File: src/rtl/urcpu_pkg.sv
// Shared types and default sizing for the register bank and its write controller.
// Contents: WORD_W, default bank size/address width, word/address typedefs,
// requester identifiers.
package urcpu_pkg;

    localparam int unsigned WORD_W       = 20;
    localparam int unsigned DEF_NUM_REGS = 8;
    localparam int unsigned DEF_ADDR_W   = $clog2(DEF_NUM_REGS);

    typedef logic [WORD_W-1:0]     word_t;
    typedef logic [DEF_ADDR_W-1:0] reg_addr_t;

    typedef enum logic {
        REQ_ALU  = 1'b0,
        REQ_LOAD = 1'b1
    } req_id_t;

endpackage : urcpu_pkg

File: src/rtl/regbank_write_ctrl_if.sv
// Bus bundle between the execute/load requesters and the register bank controller.
// Signals: two valid/ready write request channels (addr, data) and two read
// ports (addr in, data out).
// Modports: master = requester/reader side, slave = controller side.
interface regbank_write_ctrl_if
    import urcpu_pkg::*;
#(
    parameter int unsigned ADDR_W = DEF_ADDR_W
);

    logic              req0_valid;
    logic [ADDR_W-1:0] req0_addr;
    word_t             req0_data;
    logic              req0_ready;

    logic              req1_valid;
    logic [ADDR_W-1:0] req1_addr;
    word_t             req1_data;
    logic              req1_ready;

    logic [ADDR_W-1:0] rd_addr_a;
    word_t             rd_data_a;
    logic [ADDR_W-1:0] rd_addr_b;
    word_t             rd_data_b;

    modport master (
        output req0_valid, req0_addr, req0_data,
        output req1_valid, req1_addr, req1_data,
        output rd_addr_a, rd_addr_b,
        input  req0_ready, req1_ready, rd_data_a, rd_data_b
    );

    modport slave (
        input  req0_valid, req0_addr, req0_data,
        input  req1_valid, req1_addr, req1_data,
        input  rd_addr_a, rd_addr_b,
        output req0_ready, req1_ready, rd_data_a, rd_data_b
    );

endinterface : regbank_write_ctrl_if

File: src/rtl/register_word.sv
// One WORD_W-bit storage cell with write enable. No reset: contents are only
// meaningful once the owning controller has marked the cell valid.
// Ports: clk, we (write strobe), d (write data), q (stored word).
module register_word
    import urcpu_pkg::*;
(
    input  logic  clk,
    input  logic  we,
    input  word_t d,
    output word_t q
);

    always_ff @(posedge clk) begin
        if (we) begin
            q <= d;
        end
    end

endmodule : register_word

File: src/rtl/rr_arbiter2.sv
// Two-requester round-robin arbiter. Holds the only arbitration state: a
// priority pointer that moves to the losing side after every grant and is
// left alone on idle or disabled cycles.
// Ports: clk, rst_n, en (grant enable), req[1:0], gnt_c[1:0] (combinational one-hot).
module rr_arbiter2
    import urcpu_pkg::*;
(
    input  logic       clk,
    input  logic       rst_n,
    input  logic       en,
    input  logic [1:0] req,
    output logic [1:0] gnt_c
);

    req_id_t ptr_q;
    req_id_t ptr_d;

    // Pointer register
    always_ff @(posedge clk or negedge rst_n) begin
        if (!rst_n) begin
            ptr_q <= REQ_ALU;
        end else begin
            ptr_q <= ptr_d;
        end
    end

    // Grant selection and pointer advance
    always_comb begin
        gnt_c = 2'b00;
        ptr_d = ptr_q;
        if (en) begin
            unique case (req)
                2'b01:   gnt_c = 2'b01;
                2'b10:   gnt_c = 2'b10;
                2'b11:   gnt_c = (ptr_q == REQ_ALU) ? 2'b01 : 2'b10;
                default: gnt_c = 2'b00;
            endcase
        end
        if (gnt_c[0]) begin
            ptr_d = REQ_LOAD;
        end else if (gnt_c[1]) begin
            ptr_d = REQ_ALU;
        end
    end

endmodule : rr_arbiter2

File: src/rtl/regbank_write_ctrl.sv
// Write/read controller for a bank of NUM_REGS register_word cells shared by
// the ALU writeback (port 0) and the load unit (port 1). Arbitrates writes
// round-robin, decodes the granted address into one WE strobe, tracks a valid
// bitmap so never-written cells read as zero, and serves two combinational
// read ports.
// Ports: clk, rst_n (async active-low), clr_all (sync valid clear),
//        bus (slave modport: req0/req1 valid/addr/data/ready, rd_addr_a/b, rd_data_a/b).
// Config: define REGBANK_BYPASS_EN to forward the granted write data to a read
//         port addressing the same register in the same cycle.
module regbank_write_ctrl
    import urcpu_pkg::*;
#(
    parameter int unsigned NUM_REGS = DEF_NUM_REGS,
    parameter int unsigned ADDR_W   = $clog2(NUM_REGS)
)(
    input  logic                 clk,
    input  logic                 rst_n,
    input  logic                 clr_all,
    regbank_write_ctrl_if.slave  bus
);

    logic [1:0]          req;
    logic [1:0]          gnt;
    logic                arb_en;
    logic                wr_en;
    logic                wr_in_range;
    logic [ADDR_W-1:0]   wr_addr;
    word_t               wr_data;
    logic [NUM_REGS-1:0] we;
    logic [NUM_REGS-1:0] valid_q;
    word_t               q [NUM_REGS];
    logic [ADDR_W-1:0]   rd_addr [2];
    word_t               rd_data [2];

    assign req    = {bus.req1_valid, bus.req0_valid};
    // Ready must read 0 while reset is asserted, so rst_n gates the grant directly.
    assign arb_en = rst_n & ~clr_all;

    rr_arbiter2 u_arb (
        .clk   (clk),
        .rst_n (rst_n),
        .en    (arb_en),
        .req   (req),
        .gnt_c (gnt)
    );

    assign bus.req0_ready = gnt[0];
    assign bus.req1_ready = gnt[1];

    // Granted write channel mux
    assign wr_en       = |gnt;
    assign wr_addr     = gnt[1] ? bus.req1_addr : bus.req0_addr;
    assign wr_data     = gnt[1] ? bus.req1_data : bus.req0_data;
    assign wr_in_range = 32'(wr_addr) < NUM_REGS;

    // One-hot WE decode; out-of-range addresses are accepted but dropped
    always_comb begin
        we = '0;
        if (wr_en && wr_in_range) begin
            we[wr_addr] = 1'b1;
        end
    end

    // Valid scoreboard; clear wins over a same-cycle write (none is granted anyway)
    always_ff @(posedge clk or negedge rst_n) begin
        if (!rst_n) begin
            valid_q <= '0;
        end else if (clr_all) begin
            valid_q <= '0;
        end else begin
            valid_q <= valid_q | we;
        end
    end

    for (genvar i = 0; i < int'(NUM_REGS); i++) begin : g_regs
        register_word u_word (
            .clk (clk),
            .we  (we[i]),
            .d   (wr_data),
            .q   (q[i])
        );
    end

    assign rd_addr[0] = bus.rd_addr_a;
    assign rd_addr[1] = bus.rd_addr_b;

    // Read ports: invalid or out-of-range cells read as zero
    always_comb begin
        for (int p = 0; p < 2; p++) begin
            rd_data[p] = '0;
            if ((32'(rd_addr[p]) < NUM_REGS) && valid_q[rd_addr[p]]) begin
                rd_data[p] = q[rd_addr[p]];
            end
`ifdef REGBANK_BYPASS_EN
            if (wr_en && wr_in_range && (wr_addr == rd_addr[p])) begin
                rd_data[p] = wr_data;
            end
`endif
        end
    end

    assign bus.rd_data_a = rd_data[0];
    assign bus.rd_data_b = rd_data[1];

endmodule : regbank_write_ctrl

File: src/flat_wrapper.sv
// flat-port wrapper written by rule: the top's interface ports become plain ports
module regbank_write_ctrl_flat import urcpu_pkg::*;
#(
    parameter int unsigned NUM_REGS = DEF_NUM_REGS,
    parameter int unsigned ADDR_W   = $clog2(NUM_REGS)
)
  (clk, rst_n, clr_all, bus_req0_valid, bus_req0_addr, bus_req0_data, bus_req1_valid, bus_req1_addr, bus_req1_data, bus_rd_addr_a, bus_rd_addr_b, bus_req0_ready, bus_req1_ready, bus_rd_data_a, bus_rd_data_b);
  regbank_write_ctrl_if #(.ADDR_W(ADDR_W)) bus_i ();
  input  logic clk;
  input  logic rst_n;
  input  logic clr_all;
  input wire logic [$bits(bus_i.req0_valid)-1:0] bus_req0_valid;
  input wire logic [$bits(bus_i.req0_addr)-1:0] bus_req0_addr;
  input wire logic [$bits(bus_i.req0_data)-1:0] bus_req0_data;
  input wire logic [$bits(bus_i.req1_valid)-1:0] bus_req1_valid;
  input wire logic [$bits(bus_i.req1_addr)-1:0] bus_req1_addr;
  input wire logic [$bits(bus_i.req1_data)-1:0] bus_req1_data;
  input wire logic [$bits(bus_i.rd_addr_a)-1:0] bus_rd_addr_a;
  input wire logic [$bits(bus_i.rd_addr_b)-1:0] bus_rd_addr_b;
  output wire logic [$bits(bus_i.req0_ready)-1:0] bus_req0_ready;
  output wire logic [$bits(bus_i.req1_ready)-1:0] bus_req1_ready;
  output wire logic [$bits(bus_i.rd_data_a)-1:0] bus_rd_data_a;
  output wire logic [$bits(bus_i.rd_data_b)-1:0] bus_rd_data_b;
  assign bus_i.req0_valid = bus_req0_valid;
  assign bus_i.req0_addr = bus_req0_addr;
  assign bus_i.req0_data = bus_req0_data;
  assign bus_i.req1_valid = bus_req1_valid;
  assign bus_i.req1_addr = bus_req1_addr;
  assign bus_i.req1_data = bus_req1_data;
  assign bus_i.rd_addr_a = bus_rd_addr_a;
  assign bus_i.rd_addr_b = bus_rd_addr_b;
  assign bus_req0_ready = bus_i.req0_ready;
  assign bus_req1_ready = bus_i.req1_ready;
  assign bus_rd_data_a = bus_i.rd_data_a;
  assign bus_rd_data_b = bus_i.rd_data_b;
  regbank_write_ctrl #(.NUM_REGS(NUM_REGS), .ADDR_W(ADDR_W)) u_core (.clk(clk), .rst_n(rst_n), .clr_all(clr_all), .bus(bus_i));
endmodule
File: config.mk
export PLATFORM = sky130hd
export DESIGN_NAME = regbank_write_ctrl_flat
export DESIGN_NICKNAME = d
export VERILOG_FILES = /design/src/rtl/urcpu_pkg.sv /design/src/rtl/regbank_write_ctrl_if.sv /design/src/rtl/register_word.sv /design/src/rtl/rr_arbiter2.sv /design/src/rtl/regbank_write_ctrl.sv /design/src/flat_wrapper.sv
export SDC_FILE = /design/constraint.sdc
export NUM_CORES = 1
export LEC_CHECK = 0
export ABC_AREA = 1
export BUFFER_PORTS_ARGS = -buffer_cell sky130_fd_sc_hd__buf_2
export CORE_ASPECT_RATIO = 2
export CORE_MARGIN = 2
export CORE_UTILIZATION = 25
export DETAILED_ROUTE_END_ITERATION = 16
export PLACE_DENSITY = 0.48
export SLEW_MARGIN = 15
export SYNTH_ARGS = -nofsm -noshare
export SYNTH_HDL_FRONTEND = slang
export SYNTH_HIERARCHICAL = 1
export SYNTH_SLANG_ARGS = --single-unit
File: constraint.sdc
create_clock -name clk -period 2.7 [get_ports clk]
set_input_delay 0.405 -clock clk [delete_from_list [all_inputs] [get_ports clk]]
set_output_delay 0.405 -clock clk [all_outputs]
set_load 0.1 [all_outputs]
After elaboration in Yosys (flattened, before gate mapping)
Index checks and enable logic that the tools add are counted.
- register bits after elaboration: 169
- input bits: 57
- output and inout port bits: 42
- logic and storage cells: 50
- $lt $le $gt $ge: 6
- equality and inequality tests: 3
- muxes and demuxes: 23
- bitwise operators: 5
- reductions and logical operators: 3
- operators with widths (operator ; number):
    20-bit 2-to-1 mux ; 7
    20-bit binary-select mux with 3-bit select ; 2
    8-bit 2-to-1 mux ; 2
    3-bit by 4-bit < comparator with 1-bit output, second input constant ; 3
    4-bit greater-or-equal comparator, second input constant ; 2
    3-bit NOT with 4-bit output ; 2
    8-bit OR ; 1
    1-bit binary-select mux with 3-bit select ; 2
    2-bit case mux with 3 select lines ; 1
    1-bit 2-to-1 mux ; 5
    2-bit equality test, second input constant ; 2
    2-bit 2-to-1 mux ; 2
    1-bit demux with 3-bit select ; 1
    3-bit by 1-bit greater-or-equal comparator with 1-bit output, second input constant ; 1
    3-bit 2-to-1 mux ; 1
    2-bit by 1-bit equality test with 1-bit output, second input constant ; 1
    2-bit nonzero test ; 1
    2-bit OR reduction ; 1
    1-bit AND ; 1
    1-bit logical AND ; 1
    1-bit NOT ; 1

Logic depth before layout (Yosys ltp)
- depth in word-level cells: 11
- mapped depth: 11
- gate-level depth less buffers: 10

Hierarchy
The synthesis kept the hierarchy.
- modules (own cells, without submodules) (module ; times used ; cells each ; area each (µm²) ; seq. area each (µm²)):
    regbank_write_ctrl ; 1 ; 1155 ; 4818.4 ; 200.2
    register_word ; 8 ; 20 ; 600.6 ; 600.6
    rr_arbiter2 ; 1 ; 12 ; 71.3 ; 25.0

Worst setup path before layout
OpenSTA, ideal clock, no wires.
- kind: input to register
- from: input clr_all
- to: register u_core.g_regs[0].u_word.q[0], enable pin
- setup time: 375 ps
- data arrival time: 3542 ps
- data required time: 2325 ps
- path slack: -1216 ps
- stages: 11
- path buffers: 2
- cells stage by stage: clkbuf_1 nor2_1 nand2_1 a21oi_1 buf_2 inv_2 nand2_1 nand2_1 nor2_1 nand2_1 inv_1
- longest elaborated chain between the ends: 9
- elaborated cells between the ends (all ways): 11
- classes of those cells: 2 x order compare; 5 x mux; 2 x bitwise; 2 x reduce/logical
- RTL lines (what ; RTL line ; text):
    start: declaration ; flat_wrapper.sv:11 ; input logic clr_all;
    1-bit NOT * ; regbank_write_ctrl.sv:37 ; assign arb_en = rst_n & ~clr_all;
    1-bit AND * ; regbank_write_ctrl.sv:37 ;
    named net u_core.arb_en ; regbank_write_ctrl.sv:24 ; logic arb_en;
    2-bit 2-to-1 mux * ; rr_arbiter2.sv:31 ; if (en) begin
    named net bus_req1_ready ; flat_wrapper.sv:21 ; output wire logic [$bits(bus_i.req1_ready)-1:0] bus_req1_ready;
    3-bit 2-to-1 mux ; regbank_write_ctrl.sv:52 ; assign wr_addr = gnt[1] ? bus.req1_addr : bus.req0_addr;
    3-bit by 4-bit < comparator with 1-bit output (not written as such) or 3-bit by 1-bit greater-or-equal comparator with 1-bit output (tied branches) ; regbank_write_ctrl.sv:60 ; we[wr_addr] = 1'b1;
    1-bit logical AND (not written as such) ; regbank_write_ctrl.sv:60 ;
    1-bit 2-to-1 mux (not written as such) ; regbank_write_ctrl.sv:60 ;
    1-bit demux with 3-bit select ; -- ;
    8-bit 2-to-1 mux * ; regbank_write_ctrl.sv:59 ; if (wr_en && wr_in_range) begin
    named net u_core.we[0] ; regbank_write_ctrl.sv:29 ; logic [NUM_REGS-1:0] we;
    end signal: assignment ; register_word.sv:15 ; q <= d;
    end: declaration ; register_word.sv:10 ; output word_t q
The timed path passes the listed nets; every way through them passes the cells marked *.
A chain may end at the register's enable or synchronous reset.

Worst setup path after layout
- from: input rst_n
- to: output bus_req1_ready
- longest elaborated chain between the ends: 2
- RTL lines (what ; RTL line ; text):
    start: declaration ; flat_wrapper.sv:10 ; input logic rst_n;
    1-bit AND ; regbank_write_ctrl.sv:37 ;
    named net u_core.arb_en ; regbank_write_ctrl.sv:24 ;
    2-bit 2-to-1 mux ; rr_arbiter2.sv:31 ;
    end: declaration ; flat_wrapper.sv:21 ;
The timed path passes the listed nets, and every way through them passes these cells.

==> run_results.csv <==
group,metric,value,unit
power,power_leakage,6.07,nW
status,outcome,"completed",
placement,post-place-cells,1906,
timing,fin_crit,2.40,ns
finish,finalNetCount,1463,
job,drv_cap,0,
min_path,min_path_type,"input port to flop",
global_route,grt_pass1_wl,51700,um
yosys,async_flop_share,5.33,%
timing,finalClockSkew,0.00510,ns
clock_network,cts_tree,"built",
yosys,synth.largest_area_cell,"edfxtp_1",
power,power_density,559,nW/um^2
yosys,synth.avg_cell_area,7.31,sq um
timing,relSlewSlack,59.8,%
drt,via_per_inst,4.44,
power,power,0.00683,W
drt,first_iter_violations,591,
yosys,synth_nets,1384,
clock_network,cts_root_buf,"clkbuf_16",
clock_network,h-tree-depth,4,
drt,drtAntennaViolNets,0,
setup_path,max_stage_delay,0.52,ns
power,p_sw,0.00196,W
power,switching_share,28.7,%
timing,tightest_slew,0.601,ns
timing,slew_violations,0,
yosys,synth_edf_count,160,
finish,final_core_util,31.7,%
timing,setup_tns,0,ns
setup_path,path_max_fanout,21,
finish,area_growth,25.9,%
yosys,synth_most_common_cell,"nand2_1",
clock_network,ctsResizeCount,0,
floorplanning,dieWidth,143,um
floorplanning,row_count,102,
timing,finalSetupViolCount,0,
floorplanning,dieArea,40500,sq um
setup_path,cp_slowest_cell,"dlygate4sd3_1",
timing,rsz0062_at_grt,"false",
global_route,grt_overflow,0,
yosys,yosys_warnings,6,
yosys,yosysUniqueCellTypes,14,
clock_network,post_cts_buffers,0,
yosys,synthCells,1327,
drt,vias,8607,
clock_network,clkTransAtPathRegs,0.06,ns
placement,io_buffers,98,
setup_path,crit_arrival,2.00,ns
drt,totalWireLength,33800,um
global_route,grt_pass1_vias,8838,
setup_path,worstSetupPathType,"input port to output pin",
timing,fmax,417,MHz
setup_path,worstPathCellList,"dlygate4sd3_1, buf_2, inv_1, nor2_1, nand2_1, a21oi_4, buf_4, buf_12",
power,pwr-share-comb,18.8,%
clock_network,clk_latency,0.43,ns
power,clockPowerShare,38.0,%
yosys,yosys-top-cells-area,"edfxtp_1, nand2_1, inv_1, nand3_1, buf_2",
timing,hold_violations,0,
finish,antenna_cells,0,
floorplanning,die_height,282,um
timing,fin_hold_ws,0.258,ns
finish,final_cells,1939,
yosys,synth-main-ff-cell,"edfxtp_1",
yosys,synth_area,9690,sq um
global_route,grtUsageTotal,17.3,%
yosys,yosysTopAreaCellShare,49.6,%
power,peakVddDrop,0.000436,V
floorplanning,core_area,38500,sq um
power,internal_power,0.00487,W
floorplanning,start_util,25.2,%
placement,gp_congestion,0.878,
power,p_seq_share,43.1,%
floorplanning,num_io_pins,99,
yosys,synth_seq_cells,169,
drt,firstDrtPassIters,7,
clock_network,cts.sinks,169,
drt,wire_per_inst,17.4,um
placement,post-dp-hpwl,23900,um
setup_path,end_kind,"output pin",
clock_network,numCtsBuffers,17,
global_route,grt_max_degree,85,
yosys,synth-seq-area-share,51.9,%
finish,drive_above_1_share,12.3,%
drt,drcViolationCount,0,
global_route,antenna_found_initial,0,
timing,period_share,88.9,%
setup_path,worstSetupStartpointType,"input port",
yosys,yosys-top-cells-count,"nand2_1, inv_1, nand3_1",
setup_path,crit_required,2.30,ns
clock_network,max-clock-path-buffers,2,
[sequential cells by signal, summed over array words and instances (netlist names)]
name,count
u_core/g_regs.u_word/q,160
u_core/u_arb/ptr_q,1
u_core/valid_q,8
[worst max-delay path: cells and delay by family]
family,cells,cell delay (ns)
AOI/OAI and AO/OA,1,0.21
buffers and inverters,5,1.15
and+or+nand+nor,2,0.23
[power by group through the flow]
stage / Sequential [W] / Combinational, W / Clock, W
detailed placement: 0.00300 / 0.00129 / 0
global placement: 0.00300 / 0.00130 / 0
floorplan: 0.00300 / 0.000781 / 0
global route: 0.00295 / 0.00138 / 0.00275
finish: 0.00294 / 0.00129 / 0.00260
CTS: 0.00294 / 0.00130 / 0.00265
[cell usage in the layout, fill, tap and decap left out, types with 7 or more instances in the layout]
| cell type | count |
|---|---|
| nand3_1 | 168 |
| inv_1 | 218 |
| dfrtp_1 | 9 |
| nor2_1 | 7 |
| edfxtp_1 | 160 |
| a21oi_1 | 9 |
| clkbuf_16 | 17 |
| buf_4 | 19 |
| clkinvlp_4 | 11 |
| buf_12 | 56 |
| buf_2 | 57 |
| nand2_1 | 667 |
[per-stage QoR]
stage	instance area (sq um)	setup slack, ns
finish	12200	0.300
global route	12200	0.0387
CTS	12200	0.283
detailed placement	11600	0.302
global placement	11600	0.309
floorplan	9740	0.00960
[timing repair]
| item | in CTS | in global routing |
|---|---|---|
| setup endpoints to repair | 0 | 0 |
| hold buffers | 1 | 0 |
| hold endpoints to repair | 9 | 0 |
[layout make-up]
class,count,area (sq um)
inverter,229,890
multi-input combinational,856,3450
clock buffer,17,425
sequential,169,5030
tap,520,651
timing repair buffer,133,1560
fill,4141,26300
clock inverter,15,199
[cells by family (layout without fill, tap and decap cells)]
group | count (synthesis) | in the layout | share of synthesized area, %
AOI/OAI and AO/OA | 14 | 14 | 0.723
buffers and inverters | 302 | 394 | 12.6
DFF | 169 | 169 | 51.9
and+or+nand+nor | 842 | 842 | 34.8
[routing by layer]
| metal | track usage [%] | share of wire [%] |
|---|---|---|
| met5 | 0 | 0 |
| met4 | 11.8 | 7.2 |
| met3 | 2.25 | 3.1 |
| met1 | 17.3 | 36 |
| met2 | 32.6 | 54 |
[final timing paths]
check | from | to | slack (ns) | cells past startpoint
hold reg to reg | u_core/u_arb/ptr_q | u_core/u_arb/ptr_q | 0.51 | 2
max in group asynchronous | rst_n | u_core/valid_q[2] | 2.15 | 3
setup / recovery | rst_n | bus_req1_ready | 0.30 | 8
setup reg to reg | u_core/u_arb/ptr_q | u_core/g_regs[7].u_word/q[5] | 0.73 | 6
min in group asynchronous | rst_n | u_core/u_arb/ptr_q | 0.41 | 3
hold / removal | clr_all | u_core/valid_q[3] | 0.26 | 2
No activity file was read; power rests on OpenSTA's default activity.
